**config.mk**
```make
export PLATFORM = sky130hd
export DESIGN_NAME = demux_1_32_sequencer
export DESIGN_NICKNAME = d
export VERILOG_FILES = /design/src/rtl/demux_seq_pkg.sv /design/src/rtl/demux_next_channel.sv /design/src/rtl/demux_1_32_sequencer.sv
export SDC_FILE = /design/constraint.sdc
export NUM_CORES = 1
export LEC_CHECK = 0
export CORE_AREA = 2 2 120 122
export CTS_CLUSTER_SIZE = 12
export DETAILED_ROUTE_END_ITERATION = 8
export DIE_AREA = 0 0 122 124
export PLACE_DENSITY_LB_ADDON = 0.08
export SETUP_SLACK_MARGIN = 0.02
export SYNTH_ARGS = -nofsm -noshare
export SYNTH_HDL_FRONTEND = slang
export SYNTH_SLANG_ARGS = --single-unit
export TNS_END_PERCENT = 30
```
**constraint.sdc**
```tcl
create_clock -name Clk_In -period 4.2 [get_ports Clk_In]
set_input_delay 0.84 -clock Clk_In [delete_from_list [all_inputs] [get_ports Clk_In]]
set_output_delay 0.84 -clock Clk_In [all_outputs]
set_load 0.01 [all_outputs]
```
**src/rtl/demux_seq_pkg.sv**
```systemverilog
// Shared types and constants for the 1:32 demux sequencer.
package demux_seq_pkg;

  localparam int unsigned NUM_CH = 32;
  localparam int unsigned SEL_W  = 5;

  typedef enum logic [1:0] {
    ST_IDLE,
    ST_DRIVE,
    ST_GAP,
    ST_DONE
  } seq_state_e;

endpackage

```
**src/rtl/demux_next_channel.sv**
```systemverilog
// Finds the lowest set mask bit strictly above idx_i, or at/above 0 when first_i is set.
module demux_next_channel
  import demux_seq_pkg::*;
(
  input  logic [NUM_CH-1:0] mask_i,
  input  logic [SEL_W-1:0]  idx_i,
  input  logic              first_i,
  output logic [SEL_W-1:0]  ch_o,
  output logic              found_o
);

  always_comb begin
    ch_o    = '0;
    found_o = 1'b0;
    for (int unsigned i = 0; i < NUM_CH; i++) begin
      if (!found_o && mask_i[i] && (first_i || (i > 32'(idx_i)))) begin
        found_o = 1'b1;
        ch_o    = SEL_W'(i);
      end
    end
  end

endmodule

```
**src/rtl/demux_1_32_sequencer.sv**
```systemverilog
// Steps a 1:32 demux through the masked channels of a captured frame,
// dwelling DWELL_CYCLES per channel with a one-cycle break-before-make gap.
module demux_1_32_sequencer
  import demux_seq_pkg::*;
#(
  parameter int unsigned DWELL_CYCLES = 4
) (
  input  logic              Clk_In,
  input  logic              Reset_In,
  input  logic [NUM_CH-1:0] Frame_In,
  input  logic [NUM_CH-1:0] Mask_In,
  input  logic              Frame_Valid_In,
  output logic              Frame_Ready_Out,
  input  logic              Abort_In,
  output logic              Enable_Out,
  output logic [SEL_W-1:0]  Select_Out,
  output logic              Data_Out,
  output logic              Busy_Out,
  output logic              Done_Out
);

  localparam int unsigned      CNT_W      = $clog2(DWELL_CYCLES + 1);
  localparam logic [CNT_W-1:0] DWELL_LOAD = CNT_W'(DWELL_CYCLES - 1);

  seq_state_e        state_q, state_d;
  logic [NUM_CH-1:0] frame_q, frame_d;
  logic [NUM_CH-1:0] mask_q, mask_d;
  logic [CNT_W-1:0]  dwell_q, dwell_d;
  logic [SEL_W-1:0]  sel_q, sel_d;
  logic              data_q, data_d;
  logic              en_q, en_d;
  logic              busy_q, busy_d;
  logic              done_q, done_d;
  logic              ready_q, ready_d;

  logic              nc_first;
  logic [NUM_CH-1:0] nc_mask;
  logic [NUM_CH-1:0] frame_src;
  logic [SEL_W-1:0]  nc_ch;
  logic              nc_found;

  // In IDLE the search runs on the live inputs so the first channel is ready at accept.
  assign nc_first  = (state_q == ST_IDLE);
  assign nc_mask   = nc_first ? Mask_In  : mask_q;
  assign frame_src = nc_first ? Frame_In : frame_q;

  demux_next_channel u_next (
    .mask_i  (nc_mask),
    .idx_i   (sel_q),
    .first_i (nc_first),
    .ch_o    (nc_ch),
    .found_o (nc_found)
  );

  always_comb begin
    state_d = state_q;
    frame_d = frame_q;
    mask_d  = mask_q;
    dwell_d = dwell_q;
    sel_d   = sel_q;
    data_d  = data_q;
    en_d    = en_q;
    busy_d  = busy_q;
    done_d  = done_q;
    ready_d = ready_q;

    case (state_q)
      ST_IDLE, ST_GAP: begin
        if (state_q == ST_GAP || (Frame_Valid_In && ready_q && !Abort_In)) begin
          if (state_q == ST_IDLE) begin
            frame_d = Frame_In;
            mask_d  = Mask_In;
          end
          busy_d  = 1'b1;
          ready_d = 1'b0;
          en_d    = 1'b0;
          if (nc_found) begin
            state_d = ST_DRIVE;
            sel_d   = nc_ch;
            data_d  = frame_src[nc_ch];
            en_d    = 1'b1;
            dwell_d = DWELL_LOAD;
          end else begin
            state_d = ST_DONE;
            done_d  = 1'b1;
          end
        end
      end
      ST_DRIVE: begin
        if (dwell_q == '0) begin
          state_d = ST_GAP;
          en_d    = 1'b0;
        end else begin
          dwell_d = dwell_q - 1'b1;
        end
      end
      ST_DONE: begin
        state_d = ST_IDLE;
        done_d  = 1'b0;
        busy_d  = 1'b0;
        ready_d = 1'b1;
      end
      default: state_d = ST_IDLE;
    endcase

    if (Abort_In && state_q != ST_IDLE) begin
      state_d = ST_IDLE;
      en_d    = 1'b0;
      done_d  = 1'b0;
      busy_d  = 1'b0;
      ready_d = 1'b1;
    end
  end

  always_ff @(posedge Clk_In) begin
    if (Reset_In) begin
      state_q <= ST_IDLE;
      frame_q <= '0;
      mask_q  <= '0;
      dwell_q <= '0;
      sel_q   <= '0;
      data_q  <= 1'b0;
      en_q    <= 1'b0;
      busy_q  <= 1'b0;
      done_q  <= 1'b0;
      ready_q <= 1'b1;
    end else begin
      state_q <= state_d;
      frame_q <= frame_d;
      mask_q  <= mask_d;
      dwell_q <= dwell_d;
      sel_q   <= sel_d;
      data_q  <= data_d;
      en_q    <= en_d;
      busy_q  <= busy_d;
      done_q  <= done_d;
      ready_q <= ready_d;
    end
  end

  assign Frame_Ready_Out = ready_q;
  assign Enable_Out      = en_q;
  assign Select_Out      = sel_q;
  assign Data_Out        = data_q;
  assign Busy_Out        = busy_q;
  assign Done_Out        = done_q;

endmodule

```
==> results of run 1 <==
[flip-flops by register name, indices dropped and copies added (netlist names)]
register,flops
state_q,2
Select_Out,5
Busy_Out,1
frame_q,32
dwell_q,3
mask_q,31
Done_Out,1
Data_Out,1
Enable_Out,1
Frame_Ready_Out,1
[placed cells by master (no fill, tap or decap), types with 12 or more instances in the layout]
master	count
sky130_fd_sc_hd__dfxtp_1	78
sky130_fd_sc_hd__o21ai_0	19
sky130_fd_sc_hd__mux2i_1	13
sky130_fd_sc_hd__nand3_1	16
sky130_fd_sc_hd__clkdlybuf4s50_1	76
sky130_fd_sc_hd__buf_4	36
sky130_fd_sc_hd__nor2_1	30
sky130_fd_sc_hd__nor3_1	13
sky130_fd_sc_hd__nand2_1	155
sky130_fd_sc_hd__inv_1	12
sky130_fd_sc_hd__a31oi_1	13
sky130_fd_sc_hd__a21oi_1	86
[area by class of cell]
class	count	area, µm²	share of cell area
Inverter	12	45.0	0.00735
Multi-Input combinational cell	498	2920	0.477
Clock buffer	10	239	0.0390
Tap cell	180	225	0.0368
Timing Repair Buffer	115	1080	0.176
Clock inverter	5	60.1	0.00980
Sequential cell	78	1560	0.255
[stage by stage]
step | hold slack [ns] | TNS (ns) | total power [W] | std cells | instance area [µm²]
final | 0.452 | 0 | 0.00235 | 898 | 6130
after global routing | 0.468 | 0 | 0.00247 | 898 | 6130
after CTS | 0.456 | 0 | 0.00237 | 898 | 6130
after detailed placement | 0.446 | -0.128 | 0.00157 | 883 | 5830
after global placement | 0.440 | -0.0373 | 0.00155 | 883 | 5830
after floorplan | 0.432 | 0 | 0.00130 | 636 | 4730
[metal layers]
metal  up-vias  part of all wire
met1      2317              0.45
li1       2437                 -
met5         -                 0
met2       117              0.49
met4         0             0.016
met3        18             0.046
[report_power, final]
group / internal [W] / switching [W]
clock network: 0.000474 / 0.000324
registers: 0.000802 / 0.0000497
logic: 0.000313 / 0.000385
total: 0.00159 / 0.000759
[worst min-delay path, cell delays in order, from the launching register on]
cell,delay [ns]
sky130_fd_sc_hd__dfxtp_1,0.30
sky130_fd_sc_hd__nand2_1,0.05
sky130_fd_sc_hd__a21oi_1,0.05
[worst paths after layout]
kind | end | depth (start not counted) | startpoint | slack [ns]
max | Data_Out | 13 | Mask_In[9] | 0.30
min | frame_q[8] | 2 | frame_q[8] | 0.45
max reg2reg | Data_Out | 13 | state_q[1] | 0.48
min reg2reg | frame_q[8] | 2 | frame_q[8] | 0.45
[cells by family after synthesis]
| kind of cell | count (synthesis) | share of synthesized area |
|---|---|---|
| simple gates | 285 | 0.281 |
| compound gates | 185 | 0.245 |
| flops | 78 | 0.330 |
| buf+inv | 60 | 0.0561 |
| mux | 25 | 0.0807 |
| fa+ha+maj | 2 | 0.00529 |
| xor+xnor | 1 | 0.00185 |
==> reports/summary.md, run 1 <==
## Status
* run status: complete, no violations

## GRT
* met1 Usage GRT: 0.268
* via count of the first global-routing pass: 4910
* initial antenna violation count: 0
* wire length of the first global-routing pass: 25200 µm
* most congested layer reported by global routing: met2
* Global Route met3 Usage: 0.0311
* pin count of the biggest net entering global routing: 41
* total congestion overflow after global routing: 0
* GR Util met2: 0.368
* overall global routing resource usage: 0.214

## Timing
* minimum period implied by the final worst setup slack: 3.90 ns
* slew of the pin with the lowest slew margin: 0.721 ns
* maximum clock frequency: 0.257 GHz
* worst-case setup margin in the final layout: 0.302 ns
* Max Clock Skew: 0.00776 ns
* setup repair after global routing missed its margin: no
* fin crit share: 0.928
* worst-case headroom to the max-slew limit: 0.519
* Hold Fails Final Rpt: 0
* Finish-stage setup viols: 0
* Max Slew Vio Count: 0

## Detailed routing
* Routed wire per std cell: 17.4 µm
* DRT iter0 DRCs: 290
* drt drc: 0
* number of antenna-violating nets in the routed design: 0
* via count: 4889
* vias per std cell: 5.44
* first drt pass iteration count: 4
* Total Routed Length: 15700 µm

## Logic synthesis
* Yosys cell types: 65
* count of flip-flops with a built-in enable after synthesis: 0
* part of the Yosys area used for sequential elements: 0.330
* area fraction of the dominant cell type after synthesis: 0.330
* Gate Count Post-Synth: 636
* library cell with the largest summed area after synthesis: sky130_fd_sc_hd__dfxtp_1
* synthesized area: 4730 µm²
* largest cells by area after synthesis: sky130_fd_sc_hd__dfxtp_1, sky130_fd_sc_hd__nand2_1, sky130_fd_sc_hd__a21oi_1
* nets in the synthesized netlist: 706
* flip-flop cell with the highest count after synthesis: sky130_fd_sc_hd__dfxtp_1
* proportion of synthesized flip-flops having asynchronous set or reset: 0
* post-synthesis register bit count: 78
* Warnings, synthesis: 0
* most common cell in the netlist: sky130_fd_sc_hd__nand2_1
* list of most frequent post-synthesis cells: sky130_fd_sc_hd__nand2_1, sky130_fd_sc_hd__a21oi_1, sky130_fd_sc_hd__dfxtp_1
* Synth Area per Inst: 7.43 µm²

## Power
* peak supply drop: 174 µV
* Leak Pwr: 2.14 nW
* Pwr per Cell Area: 383 nW/µm²

## Worst setup path
* crit end category: register
* cell family contributing the most delay on the critical path: simple AND/OR/NAND/NOR gates
* crit path max fanout: 6
* data arrival at the endpoint of the critical path: 4.18 ns
* delay of the slowest critical-path stage: 0.57 ns
* critical-path cell list: clkdlybuf4s50_1 -> nor3b_1 -> a41oi_2 -> nand4_2 -> or4b_4 -> nor3_2 -> a21boi_1 -> and4bb_2 -> mux4_2 -> nor3_1 -> or3_1 -> o31a_1 -> o21ai_1
* CP Data Required Time: 4.48 ns
* startpoint class of the critical path: input pin
* total buffers and inverters traversed by the critical path: 1
* classification of the worst setup path: in2reg
* critical path's slowest cell: sky130_fd_sc_hd__or4b_4

## Floorplanning
* io pins: 78
* FP Rows: 43
* Core Box Area: 13700 µm²
* Die Y: 124 µm
* DIE AREA: 15100 µm²
* floorplan die width: 122 µm
* effective utilization at floorplan: 0.345

## Final layout
* Final Net Count: 784
* # fillers: 1411
* synthesis-to-layout area growth: 29.6%
* count of inserted antenna diode cells: 0
* post-layout utilization of the core: 0.447
* ratio of cells with drive above 1 in the final layout: 0.121

## Place
* count of input and output buffers: 77
* half-perimeter wire length of the detailed placement result: 11500 µm
* Worst Setup Slack post-DPL: -0.128 ns
* Final Wtd Congestion: 0.847

## Clock tree
* CTS max path bufs: 2
* clock root cell: sky130_fd_sc_hd__clkbuf_16
* deepest level of the CTS H-tree: 3
* Num CTS Buffers: 9
* clock tree from TritonCTS: built
* number of hold buffers added after CTS: 0
* worst-skew pair later-pin latency: 0.35 ns
* number of clock sinks: 78
* clk slew on worst S/H paths: 0.06 ns
* Post-CTS Setup Inserts: 0
* PostCTS Resize Cnt: 0

## Worst hold path
* worst min-delay path category: reg2reg

## Flow run
* Max-Cap Viols: 0

Power figures use the tool's default switching activity.
==> run 2: changes to the inputs <==
- GPL_ROUTABILITY_DRIVEN: unset -> 1
==> results of run 2 <==
No change in the layout: final DEF, timing and power equal those of run 1.
